===== src/rtl/tpu_pp_pkg.sv =====
// Shared types and constants for the systolic-array result post-processor.
// State encoding, tile geometry, register map and STATUS layout live here.
package tpu_pp_pkg;

  typedef enum logic [1:0] {
    COLLECT = 2'd0,
    PROCESS = 2'd1,
    DONE    = 2'd2
  } pp_state_e;

  localparam int ARRAY_SIZE = 3;
  localparam int TILE_N     = ARRAY_SIZE * ARRAY_SIZE;
  localparam int N_WORDS    = 3;

  localparam logic [3:0] OFS_STATUS = 4'h0;
  localparam logic [3:0] OFS_WORD0  = 4'h4;
  localparam logic [3:0] OFS_WORD1  = 4'h8;
  localparam logic [3:0] OFS_WORD2  = 4'hC;

  localparam int ST_DONE_BIT = 0;
  localparam int ST_SAT_BIT  = 1;
  localparam int ST_OVR_BIT  = 2;
  localparam int ST_CNT_LSB  = 4;

  function automatic logic [3:0] tile_idx(logic [1:0] row, int col);
    return 4'(row) * 4'(ARRAY_SIZE) + 4'(col);
  endfunction

  function automatic logic [31:0] pack_status(logic done, logic sat, logic ovr,
                                              logic [3:0] total);
    logic [31:0] s;
    s = '0;
    s[ST_DONE_BIT]      = done;
    s[ST_SAT_BIT]       = sat;
    s[ST_OVR_BIT]       = ovr;
    s[ST_CNT_LSB +: 4]  = total;
    return s;
  endfunction

endpackage


===== src/rtl/tpu_result_pp_if.sv =====
// Column result streams from the array plus the Caravel Wishbone slave port.
// The array side is the master of the columns; Caravel is the Wishbone master.
interface tpu_result_pp_if
  import tpu_pp_pkg::*;
#(
  parameter int ACC_W = 16
) ();

  logic [ARRAY_SIZE-1:0]       col_valid;
  logic [ARRAY_SIZE*ACC_W-1:0] col_data;
  logic                        in_ready;
  logic                        tile_done;

  logic        caravel_wb_stb_i;
  logic        caravel_wb_cyc_i;
  logic        caravel_wb_we_i;
  logic [3:0]  caravel_wb_sel_i;
  logic [31:0] caravel_wb_adr_i;
  logic [31:0] caravel_wb_dat_i;
  logic        caravel_wb_ack_o;
  logic [31:0] caravel_wb_dat_o;

  modport slave (
    input  col_valid, col_data,
    input  caravel_wb_stb_i, caravel_wb_cyc_i, caravel_wb_we_i,
    input  caravel_wb_sel_i, caravel_wb_adr_i, caravel_wb_dat_i,
    output in_ready, tile_done,
    output caravel_wb_ack_o, caravel_wb_dat_o
  );

  modport master (
    output col_valid, col_data,
    output caravel_wb_stb_i, caravel_wb_cyc_i, caravel_wb_we_i,
    output caravel_wb_sel_i, caravel_wb_adr_i, caravel_wb_dat_i,
    input  in_ready, tile_done,
    input  caravel_wb_ack_o, caravel_wb_dat_o
  );

endinterface


===== src/rtl/tpu_pp_act.sv =====
// Combinational activation, arithmetic shift and unsigned 8-bit saturation of one element.
// Optional threshold ReLU is enabled by defining TPU_PP_RELU_EN.
module tpu_pp_act #(
  parameter int ACC_W     = 16,
  parameter int THRESHOLD = 2,
  parameter int SHIFT     = 0
) (
  input  logic signed [ACC_W-1:0] val_i,
  output logic        [7:0]       res_o,
  output logic                    sat_o
);

  localparam logic signed [ACC_W-1:0] MAX_U8 = ACC_W'(255);
`ifdef TPU_PP_RELU_EN
  localparam logic signed [ACC_W-1:0] THR = ACC_W'(THRESHOLD);
`endif

  logic signed [ACC_W-1:0] act_v;
  logic signed [ACC_W-1:0] shf_v;

  always_comb begin
`ifdef TPU_PP_RELU_EN
    act_v = (val_i < THR) ? '0 : val_i;
`else
    act_v = val_i;
`endif
    shf_v = act_v >>> SHIFT;
    res_o = 8'h00;
    sat_o = 1'b0;
    // Negative results clamp silently; only the high side counts as saturation.
    if (shf_v[ACC_W-1]) begin
      res_o = 8'h00;
    end else if (shf_v > MAX_U8) begin
      res_o = 8'hFF;
      sat_o = 1'b1;
    end else begin
      res_o = shf_v[7:0];
    end
  end

endmodule


===== src/rtl/tpu_result_pp.sv =====
// Deskews three skewed column streams into a 3x3 tile, post-processes it in 9 cycles, exposes 3 packed words over Wishbone.
// in_ready is low outside COLLECT; Wishbone acks one cycle after request. Optional ReLU: TPU_PP_RELU_EN.
module tpu_result_pp
  import tpu_pp_pkg::*;
#(
  parameter logic [31:0] BASE_ADDRESS = 32'h3000_0010,
  parameter int          ACC_W        = 16,
  parameter int          THRESHOLD    = 2,
  parameter int          SHIFT        = 0
) (
  input logic             caravel_wb_clk_i,
  input logic             caravel_wb_rst_i,
  tpu_result_pp_if.slave  bus
);

  pp_state_e        state_q, state_d;
  logic [ACC_W-1:0] tile_q [TILE_N];
  logic [ACC_W-1:0] tile_d [TILE_N];
  logic [1:0]       cnt_q  [ARRAY_SIZE];
  logic [1:0]       cnt_d  [ARRAY_SIZE];
  logic [31:0]      word_q [N_WORDS];
  logic [31:0]      word_d [N_WORDS];
  logic [3:0]       p_q, p_d;
  logic             sat_q, sat_d;
  logic             ovr_q, ovr_d;
  logic             ack_q, ack_d;
  logic [31:0]      dat_q, dat_d;

  logic [3:0]  total;
  logic        all_held;
  logic [7:0]  act_res;
  logic        act_sat;
  logic [31:0] ofs_full;
  logic [3:0]  ofs;
  logic        hit;
  logic        req;
  logic        clr;
  logic [31:0] rdata;
  logic        unused_sig;

  assign total    = 4'(cnt_q[0]) + 4'(cnt_q[1]) + 4'(cnt_q[2]);
  assign all_held = (total == 4'(TILE_N));

  tpu_pp_act #(
    .ACC_W     (ACC_W),
    .THRESHOLD (THRESHOLD),
    .SHIFT     (SHIFT)
  ) u_act (
    .val_i (tile_q[p_q]),
    .res_o (act_res),
    .sat_o (act_sat)
  );

  assign ofs_full = bus.caravel_wb_adr_i - BASE_ADDRESS;
  assign ofs      = ofs_full[3:0];
  assign hit      = (bus.caravel_wb_adr_i >= BASE_ADDRESS) &&
                    (bus.caravel_wb_adr_i <= BASE_ADDRESS + 32'hC) &&
                    (bus.caravel_wb_adr_i[1:0] == 2'b00);
  assign req      = bus.caravel_wb_stb_i & bus.caravel_wb_cyc_i & hit;
  assign ack_d    = req & ~ack_q;
  assign clr      = ack_d & bus.caravel_wb_we_i & (ofs == OFS_STATUS) &
                    bus.caravel_wb_dat_i[0];

  assign unused_sig = ^{bus.caravel_wb_sel_i, bus.caravel_wb_dat_i[31:1], ofs_full[31:4]};

  always_comb begin
    rdata = '0;
    case (ofs)
      OFS_STATUS: rdata = pack_status(state_q == DONE, sat_q, ovr_q, total);
      OFS_WORD0:  if (state_q == DONE) rdata = word_q[0];
      OFS_WORD1:  if (state_q == DONE) rdata = word_q[1];
      OFS_WORD2:  if (state_q == DONE) rdata = word_q[2];
      default:    rdata = '0;
    endcase
  end

  assign dat_d = ack_d ? rdata : dat_q;

  always_comb begin
    state_d = state_q;
    tile_d  = tile_q;
    cnt_d   = cnt_q;
    word_d  = word_q;
    p_d     = p_q;
    sat_d   = sat_q;
    ovr_d   = ovr_q;
    case (state_q)
      COLLECT: begin
        for (int k = 0; k < ARRAY_SIZE; k++) begin
          if (bus.col_valid[k]) begin
            if (cnt_q[k] == 2'd3) begin
              ovr_d = 1'b1;
            end else begin
              tile_d[tile_idx(cnt_q[k], k)] = bus.col_data[k*ACC_W +: ACC_W];
              cnt_d[k] = cnt_q[k] + 2'd1;
            end
          end
        end
        if (all_held) state_d = PROCESS;
      end
      PROCESS: begin
        // Byte p of the tile lands LSB-first in word p/4.
        word_d[p_q[3:2]][{p_q[1:0], 3'b000} +: 8] = act_res;
        sat_d = sat_q | act_sat;
        if (p_q == 4'(TILE_N - 1)) begin
          p_d     = '0;
          state_d = DONE;
        end else begin
          p_d = p_q + 4'd1;
        end
      end
      DONE: begin
      end
      default: state_d = COLLECT;
    endcase
    // A clear wins over anything the datapath wanted to do this cycle.
    if (clr) begin
      state_d = COLLECT;
      tile_d  = '{default: '0};
      cnt_d   = '{default: '0};
      word_d  = '{default: '0};
      p_d     = '0;
      sat_d   = 1'b0;
      ovr_d   = 1'b0;
    end
  end

  always_ff @(posedge caravel_wb_clk_i) begin
    if (caravel_wb_rst_i) begin
      state_q <= COLLECT;
      tile_q  <= '{default: '0};
      cnt_q   <= '{default: '0};
      word_q  <= '{default: '0};
      p_q     <= '0;
      sat_q   <= 1'b0;
      ovr_q   <= 1'b0;
      ack_q   <= 1'b0;
      dat_q   <= '0;
    end else begin
      state_q <= state_d;
      tile_q  <= tile_d;
      cnt_q   <= cnt_d;
      word_q  <= word_d;
      p_q     <= p_d;
      sat_q   <= sat_d;
      ovr_q   <= ovr_d;
      ack_q   <= ack_d;
      dat_q   <= dat_d;
    end
  end

  assign bus.in_ready         = (state_q == COLLECT);
  assign bus.tile_done        = (state_q == DONE);
  assign bus.caravel_wb_ack_o = ack_q;
  assign bus.caravel_wb_dat_o = dat_q;

endmodule


===== src/flat_wrapper.sv =====
// flat-port wrapper written by rule: the top's interface ports become plain ports
module tpu_result_pp_flat import tpu_pp_pkg::*;
#(
  parameter logic [31:0] BASE_ADDRESS = 32'h3000_0010,
  parameter int          ACC_W        = 16,
  parameter int          THRESHOLD    = 2,
  parameter int          SHIFT        = 0
)
  (caravel_wb_clk_i, caravel_wb_rst_i, bus_col_valid, bus_col_data, bus_caravel_wb_stb_i, bus_caravel_wb_cyc_i, bus_caravel_wb_we_i, bus_caravel_wb_sel_i, bus_caravel_wb_adr_i, bus_caravel_wb_dat_i, bus_in_ready, bus_tile_done, bus_caravel_wb_ack_o, bus_caravel_wb_dat_o);
  tpu_result_pp_if #(.ACC_W(ACC_W)) bus_i ();
  input logic caravel_wb_clk_i;
  input logic caravel_wb_rst_i;
  input wire logic [$bits(bus_i.col_valid)-1:0] bus_col_valid;
  input wire logic [$bits(bus_i.col_data)-1:0] bus_col_data;
  input wire logic [$bits(bus_i.caravel_wb_stb_i)-1:0] bus_caravel_wb_stb_i;
  input wire logic [$bits(bus_i.caravel_wb_cyc_i)-1:0] bus_caravel_wb_cyc_i;
  input wire logic [$bits(bus_i.caravel_wb_we_i)-1:0] bus_caravel_wb_we_i;
  input wire logic [$bits(bus_i.caravel_wb_sel_i)-1:0] bus_caravel_wb_sel_i;
  input wire logic [$bits(bus_i.caravel_wb_adr_i)-1:0] bus_caravel_wb_adr_i;
  input wire logic [$bits(bus_i.caravel_wb_dat_i)-1:0] bus_caravel_wb_dat_i;
  output wire logic [$bits(bus_i.in_ready)-1:0] bus_in_ready;
  output wire logic [$bits(bus_i.tile_done)-1:0] bus_tile_done;
  output wire logic [$bits(bus_i.caravel_wb_ack_o)-1:0] bus_caravel_wb_ack_o;
  output wire logic [$bits(bus_i.caravel_wb_dat_o)-1:0] bus_caravel_wb_dat_o;
  assign bus_i.col_valid = bus_col_valid;
  assign bus_i.col_data = bus_col_data;
  assign bus_i.caravel_wb_stb_i = bus_caravel_wb_stb_i;
  assign bus_i.caravel_wb_cyc_i = bus_caravel_wb_cyc_i;
  assign bus_i.caravel_wb_we_i = bus_caravel_wb_we_i;
  assign bus_i.caravel_wb_sel_i = bus_caravel_wb_sel_i;
  assign bus_i.caravel_wb_adr_i = bus_caravel_wb_adr_i;
  assign bus_i.caravel_wb_dat_i = bus_caravel_wb_dat_i;
  assign bus_in_ready = bus_i.in_ready;
  assign bus_tile_done = bus_i.tile_done;
  assign bus_caravel_wb_ack_o = bus_i.caravel_wb_ack_o;
  assign bus_caravel_wb_dat_o = bus_i.caravel_wb_dat_o;
  tpu_result_pp #(.BASE_ADDRESS(BASE_ADDRESS), .ACC_W(ACC_W), .THRESHOLD(THRESHOLD), .SHIFT(SHIFT)) u_core (.caravel_wb_clk_i(caravel_wb_clk_i), .caravel_wb_rst_i(caravel_wb_rst_i), .bus(bus_i));
endmodule

===== config.mk =====
export PLATFORM = sky130hd
export DESIGN_NAME = tpu_result_pp_flat
export DESIGN_NICKNAME = d
export VERILOG_FILES = /design/src/rtl/tpu_pp_pkg.sv /design/src/rtl/tpu_result_pp_if.sv /design/src/rtl/tpu_pp_act.sv /design/src/rtl/tpu_result_pp.sv /design/src/flat_wrapper.sv
export SDC_FILE = /design/constraint.sdc
export NUM_CORES = 1
export LEC_CHECK = 0
export CORE_ASPECT_RATIO = 1.2
export CORE_MARGIN = 3
export CORE_UTILIZATION = 30
export DETAILED_ROUTE_END_ITERATION = 12
export GPL_TIMING_DRIVEN = 1
export PLACE_DENSITY = 0.57
export RECOVER_POWER = 50
export SLEW_MARGIN = 25
export SYNTH_ARGS = -nofsm -noshare
export SYNTH_HDL_FRONTEND = slang
export SYNTH_HIERARCHICAL = 1
export SYNTH_SLANG_ARGS = --single-unit

===== constraint.sdc =====
create_clock -name caravel_wb_clk_i -period 6.5 [get_ports caravel_wb_clk_i]
set_clock_uncertainty 0.05 [all_clocks]
set_input_delay 0.975 -clock caravel_wb_clk_i [delete_from_list [all_inputs] [get_ports caravel_wb_clk_i]]
set_output_delay 0.975 -clock caravel_wb_clk_i [all_outputs]
set_load 0.01 [all_outputs]

== Yosys cells after proc, flatten, opt, wreduce, memory -nomap -nowiden ==
Index checks and enable logic that the tools add are counted.
Word-level totals
  input bits: 124
  register bits after elaboration: 287
Cells by class
  reductions and logical operators: 14
  equal/unequal tests: 12
  mux-type cells: 41
  multiply operators: 3
  bitwise gates (word level): 17
  magnitude comparators: 12
  $add $sub $neg: 10
  shift-type cells: 2
Operator list (number)
  144-bit two-way mux: 8
  144-bit bitwise mux: 3
  16-bit demux with 4-bit select: 3
  32-bit two-way mux: 4
  32-bit case mux with 4 select lines: 1
  96-bit bitwise mux: 1
  16-bit two-way mux: 5
  16-bit binary-select mux with 4-bit select: 1
  32-bit demux with 2-bit select: 1
  32-bit by 30-bit >= comparator with 1-bit output (second input constant): 1
  32-bit by 30-bit less-or-equal comparator with 1-bit output (second input constant): 1
  8-bit by 7-bit variable shift with 32-bit output (first input constant): 1
  8-bit by 7-bit variable part select with 32-bit output: 1
  5-bit >= comparator (second input constant): 4
  4-bit NOT with 5-bit output: 4
  4-bit == test (second input constant): 4
  16-bit by 9-bit > comparator with 1-bit output (second input constant): 1
  8-bit two-way mux: 2
  5-bit by 1-bit < comparator with 1-bit output (second input constant): 3
  2-bit by 2-bit multiplier with 4-bit output (second input constant): 3
  3-bit AND reduction: 4
  4-bit by 1-bit adder with 4-bit output (second input constant): 2
  2-bit == test (second input constant): 4
  1-bit two-way mux: 8
  22 further kinds: 41

== Depth between registers and ports, before layout ==
  word-level depth: 17
  depth in mapped cells: 13
  depth with buffers taken out: 10

== By module ==
Netlist, hierarchy kept.
By module, submodules not included
  tpu_result_pp: area each 15107.0 µm², cells each 1779, sequential area each 5745.5 µm², times used 1
  tpu_pp_act: area each 123.9 µm², cells each 22, sequential area each 0.0 µm², times used 1

== Least setup slack after synthesis ==
No wires, ideal clock.
  kind: register to register
  start point: reg u_core.p_q[0]
  end point: reg u_core/word_q[32] in the netlist's numbering
  setup time: 117 ps
  clock period less this slack: 2845 ps
  stages on the path, launching flop included: 10
  path slack: 3655 ps
  data arrival time: 2678 ps
  cell sequence: dfxtp_1 -> buf_1 -> mux4_2 -> a21oi_1 -> o22ai_1 -> nor4_4 -> a31oi_1 -> and2_1 -> mux2i_1 -> nor2_1
Between the ends
  cells in the longest elaborated chain, start to end: 9
  elaborated cells on any way between the ends: 13
  classes of those cells: 1 x add/sub; 1 x order compare; 2 x shift; 8 x mux; 1 x bitwise
Ends and longest elaborated chain
  start, declared: line tpu_result_pp.sv:23  | logic [3:0] p_q, p_d;
  start signal, assigned: line tpu_result_pp.sv:144  | p_q <= p_d;
  4-bit NOT with 5-bit output (not written as such) (*): line tpu_result_pp.sv:49  | .val_i (tile_q[p_q]),
  16-bit binary-select mux with 4-bit select (*): line tpu_result_pp.sv:49
  16-bit two-way mux (not written as such) (*) (2 in a row): line tpu_result_pp.sv:49
  16-bit by 9-bit > comparator with 1-bit output: line tpu_pp_act.sv:33  | end else if (shf_v > MAX_U8) begin
  8-bit two-way mux: line tpu_pp_act.sv:33
  8-bit two-way mux (*): line tpu_pp_act.sv:31  | if (shf_v[ACC_W-1]) begin
  via u_core.act_res[0]: line tpu_result_pp.sv:31  | logic [7:0] act_res;
  8-bit by 7-bit variable part select with 32-bit output (*): line tpu_result_pp.sv:103  | word_d[p_q[3:2]][{p_q[1:0], 3'b000} +: 8] = act_res;
  96-bit bitwise mux (*): line tpu_result_pp.sv:103
  end signal, assigned: line tpu_result_pp.sv:143  | word_q <= word_d;
  end, declared: line tpu_result_pp.sv:21  | logic [31:0] word_q [N_WORDS];
The timed path passes the listed nets; every way through them passes the cells marked *. The select of a mux whose other input is x is not followed.
A chain may end at the register's enable or synchronous reset.

== Final worst setup path ==
  start point: in bus_caravel_wb_adr_i[1]
  end point: reg u_core/tile_q[104] in the netlist's numbering
Between the ends
  cells in the longest elaborated chain, start to end: 9
  elaborated cells on any way between the ends: 13
  classes of those cells: 1 x add/sub; 2 x order compare; 5 x bitwise; 5 x reduce/logical
Ends and longest elaborated chain
  start, declared: line flat_wrapper.sv:19  | input wire logic [$bits(bus_i.caravel_wb_adr_i)-1:0] bus_caravel_wb_adr_i;
  32-bit by 30-bit >= comparator with 1-bit output or 32-bit by 30-bit less-or-equal comparator with 1-bit output (tied branches): line tpu_result_pp.sv:56, tpu_result_pp.sv:57
  1-bit logical AND: line tpu_result_pp.sv:56  | assign hit = (bus.caravel_wb_adr_i >= BASE_ADDRESS) &&
  1-bit logical AND: line tpu_result_pp.sv:57  | (bus.caravel_wb_adr_i <= BASE_ADDRESS + 32'hC) &&
  1-bit bitwise AND: line tpu_result_pp.sv:59  | assign req = bus.caravel_wb_stb_i & bus.caravel_wb_cyc_i & hit;
  1-bit bitwise AND: line tpu_result_pp.sv:60  | assign ack_d = req & ~ack_q;
  1-bit bitwise AND: line tpu_result_pp.sv:61  | assign clr = ack_d & bus.caravel_wb_we_i & (ofs == OFS_STATUS) &
  1-bit bitwise AND (*) (2 in a row): line tpu_result_pp.sv:61
  2-bit OR reduction (no line) (*)
  end signal, assigned: line tpu_result_pp.sv:141  | tile_q <= tile_d;
  end, declared: line tpu_result_pp.sv:17  | logic [ACC_W-1:0] tile_q [TILE_N];
Mark *: on every way between the ends. The rest lies on a longest branch, timed or not.

==> impl_metrics.toml <==
[final_layout]
fillers = 5051
antennaDiodeCount = 0
nNetsFinal = 1981
instances_no_fill = 2492
final_core_util_pct = 36.4
seqCellArea_mm2 = 0.00575
fin_area_mm2 = 0.0181
multi_input_area_mm2 = 0.00876
drive_above_1_share_pct = 8.09
area_growth_syn_to_layout_pct = 18.8

[logic_synthesis]
syn-num-nets = 1952
synth.most_common_cell = "nor2_1"
ys_warn_count = 6
yosysSeqAreaShare_pct = 37.7
synth_mux_area_share_pct = 16.3
async_reset_ff_share_pct = 0
ys_ff_latch = 287
synth_ff_type = "dfxtp_1"
synthAdderAreaFrac_pct = 2.32
ys_types = 58
ys_top_cells_by_area = "dfxtp_1, mux2i_1, nor2_1"
syn-cell-area_mm2 = 0.0152
synth-compound-area-share_pct = 20.0
synth_top_area_share_pct = 37.7
yosys.area.top_type = "dfxtp_1"
synth_top_family_by_area = "compound AO/OA/AOI/OAI gates"
synth_area_per_cell_um2 = 8.46
synth-xor-area-share_pct = 0.173
syn_inst = 1801
yosys.area_share.simple_pct = 18.4
synth-edff-count = 0
synth.top_cells.by_count = "nor2_1, dfxtp_1, mux2i_1"

[sta]
slew_viol_final = 117
finalSetupTns_ps = 0
slew_headroom_pct = -85.8
rsz0062_at_grt = "false"
fin_hold_ws_ps = 394
tightest_slew_ps = 2780
finalCriticalPeriod_ps = 5070
fmax_mhz = 197
finalCritPeriodShare_pct = 78.0
final-hold-violation-count = 0
finalSetupViolCount = 0

[cts]
cts_tree = "yes"
cts_buffers = 34
hold_buffers = 0
cts-htree-levels = 2
post_cts_buffers = 0
clock_path_buffers = 3
cts_sinks = 287
clock-root-buffer = "clkbuf_16"
clk_latency_ps = 550
cts.repair.resized = 0
path_clk_slew_ps = 60

[global_routing]
grt_max_degree = 93
grt_pass1_wl_mm = 82.6
grt_pass1_vias = 13800
use_met1_pct = 26.4
gr-usage-all-layers_pct = 19.7
grt-ovfl-total = 0
grt.busiest_layer = "met2"
antenna_found_initial = 0
met3_usage_pct = 3.58
grtUsageMet2_pct = 31.8

[die]
die_w_um = 212
die-area_mm2 = 0.0535
die_y_um = 253
start_util_pct = 30.7
num_rows = 89
core-area_mm2 = 0.0497
io_pins = 159

[outcome]
status = "finished with violations"
violations = "capacitance limit, slew limit"

[detailed_routing]
routed-via-count = 14200
viasPerCell = 5.69
wl_mm = 54.2
wl_per_cell_um = 21.7
drt_iter0_drc = 1554
first_pass_iters = 6
ant_nets = 0
drc = 0

[placed_design]
portBuffers = 123
place.gp.congestion = 0.836
dp_hpwl_mm = 33.2
dp.cells = 2429
placed_area_mm2 = 0.0169

[power]
p_per_area_mw_per_mm2 = 263
peakVddDrop_mv = 0.134
leakagePower_nw = 7.11

[worst_setup_path]
critPathMaxStageDelay_ps = 1490
path_buf_inv = 4
startpoint_type = "input port"
path_cells = "clkdlybuf4s50_1 -> or2_0 -> nor4_1 -> nand4_1 -> o31ai_1 -> buf_12 -> clkbuf_2 -> buf_16 -> a211oi_1"
worst-setup-path-type = "in2reg"
cp_top_family = "buffers and inverters"
endpoint_kind = "register"
worst_ep_required_time_ps = 6800
slowest_stage = "clkbuf_2"
cp_max_fo = 92
worstPathArrival_ps = 5380

[worst_hold_path]
min_path_type = "reg2reg"

[run]
cap_violations = 2
-- worst register-to-register path, cell delays in order, from the launching register on --
cell	delay, ps
dfxtp_1	310
nor4_1	150
and4b_1	300
nand4_1	260
o31ai_1	450
buf_12	340
clkbuf_2	1500
buf_16	430
a211oi_1	200
-- stage by stage --
step / power (mW) / worst slack (ps)
after floorplan: 2.46 / 3650
after global placement: 2.73 / 2590
after detailed placement: 2.76 / 2410
after CTS: 4.78 / 2440
after global routing: 4.93 / 1150
final: 4.75 / 1430
-- path summary, 6_finish.rpt --
| path | start | end | slack (ps) | cells after the start |
|---|---|---|---|---|
| setup / recovery | bus_caravel_wb_adr_i[1] | u_core/tile_q[104] | 1430 | 9 |
| hold / removal | u_core/bus.caravel_wb_dat_o[17] | u_core/bus.caravel_wb_dat_o[17] | 390 | 2 |
| setup reg to reg | u_core/bus.caravel_wb_ack_o | u_core/tile_q[104] | 2340 | 8 |
| hold reg to reg | u_core/bus.caravel_wb_dat_o[17] | u_core/bus.caravel_wb_dat_o[17] | 390 | 2 |
-- cell type report --
class,instances,area share [%]
Clock buffer,53,5.88
Tap cell,637,4.41
Sequential cell,287,31.8
Clock inverter,8,0.657
Timing Repair Buffer,155,8.49
Multi-Input combinational cell,1335,48.4
Inverter,17,0.353
-- cell families after synthesis --
kind of cell | Yosys count
compound gates | 435
buf+inv | 179
xor+xnor | 3
simple gates | 646
fa+ha+maj | 27
mux | 224
flops | 287
-- state kept, by name, indices dropped and copies added (netlist names), 2 cells and up --
name                         count
u_core/cnt_q                     6
u_core/word_q                   96
u_core/p_q                       4
u_core/bus.caravel_wb_dat_o     32
u_core/state_q                   2
u_core/tile_q                  144
-- per-layer routing --
layer	wire length (um)	part of all wire [%]
met2	25100	46
met3	4100	7.6
met5	0	0
met1	23300	43
met4	1710	3.2
-- where the power goes --
| group | internal [mW] | switching (mW) | leakage (nW) |
|---|---|---|---|
| registers | 1.86 | 0.0725 | 2.33 |
| logic | 0.312 | 0.494 | 4.20 |
| clock network | 1.21 | 0.796 | 0.579 |
-- cells in the final DEF (no fill, tap or decap), types with 24 or more instances in the layout --
master           Yosys  layout
a31oi_1             58      58
nor2_1             334     334
dfxtp_1            287     285
mux2i_1            177     177
o21ai_0             58      58
dlygate4sd3_1        0      35
a222oi_1            32      32
ha_1                25      25
o22ai_1             49      49
nand2_1            176     176
nor3_1              41      41
a311oi_1            31      31
a22oi_1             29      29
a211oi_1            94      94
mux2_2              31      31
buf_4                1      24
and2_1              41      41
clkdlybuf4s50_1      0      88
clkbuf_16            0      35
a21oi_1             47      42
(Power assumes the default switching activity.)
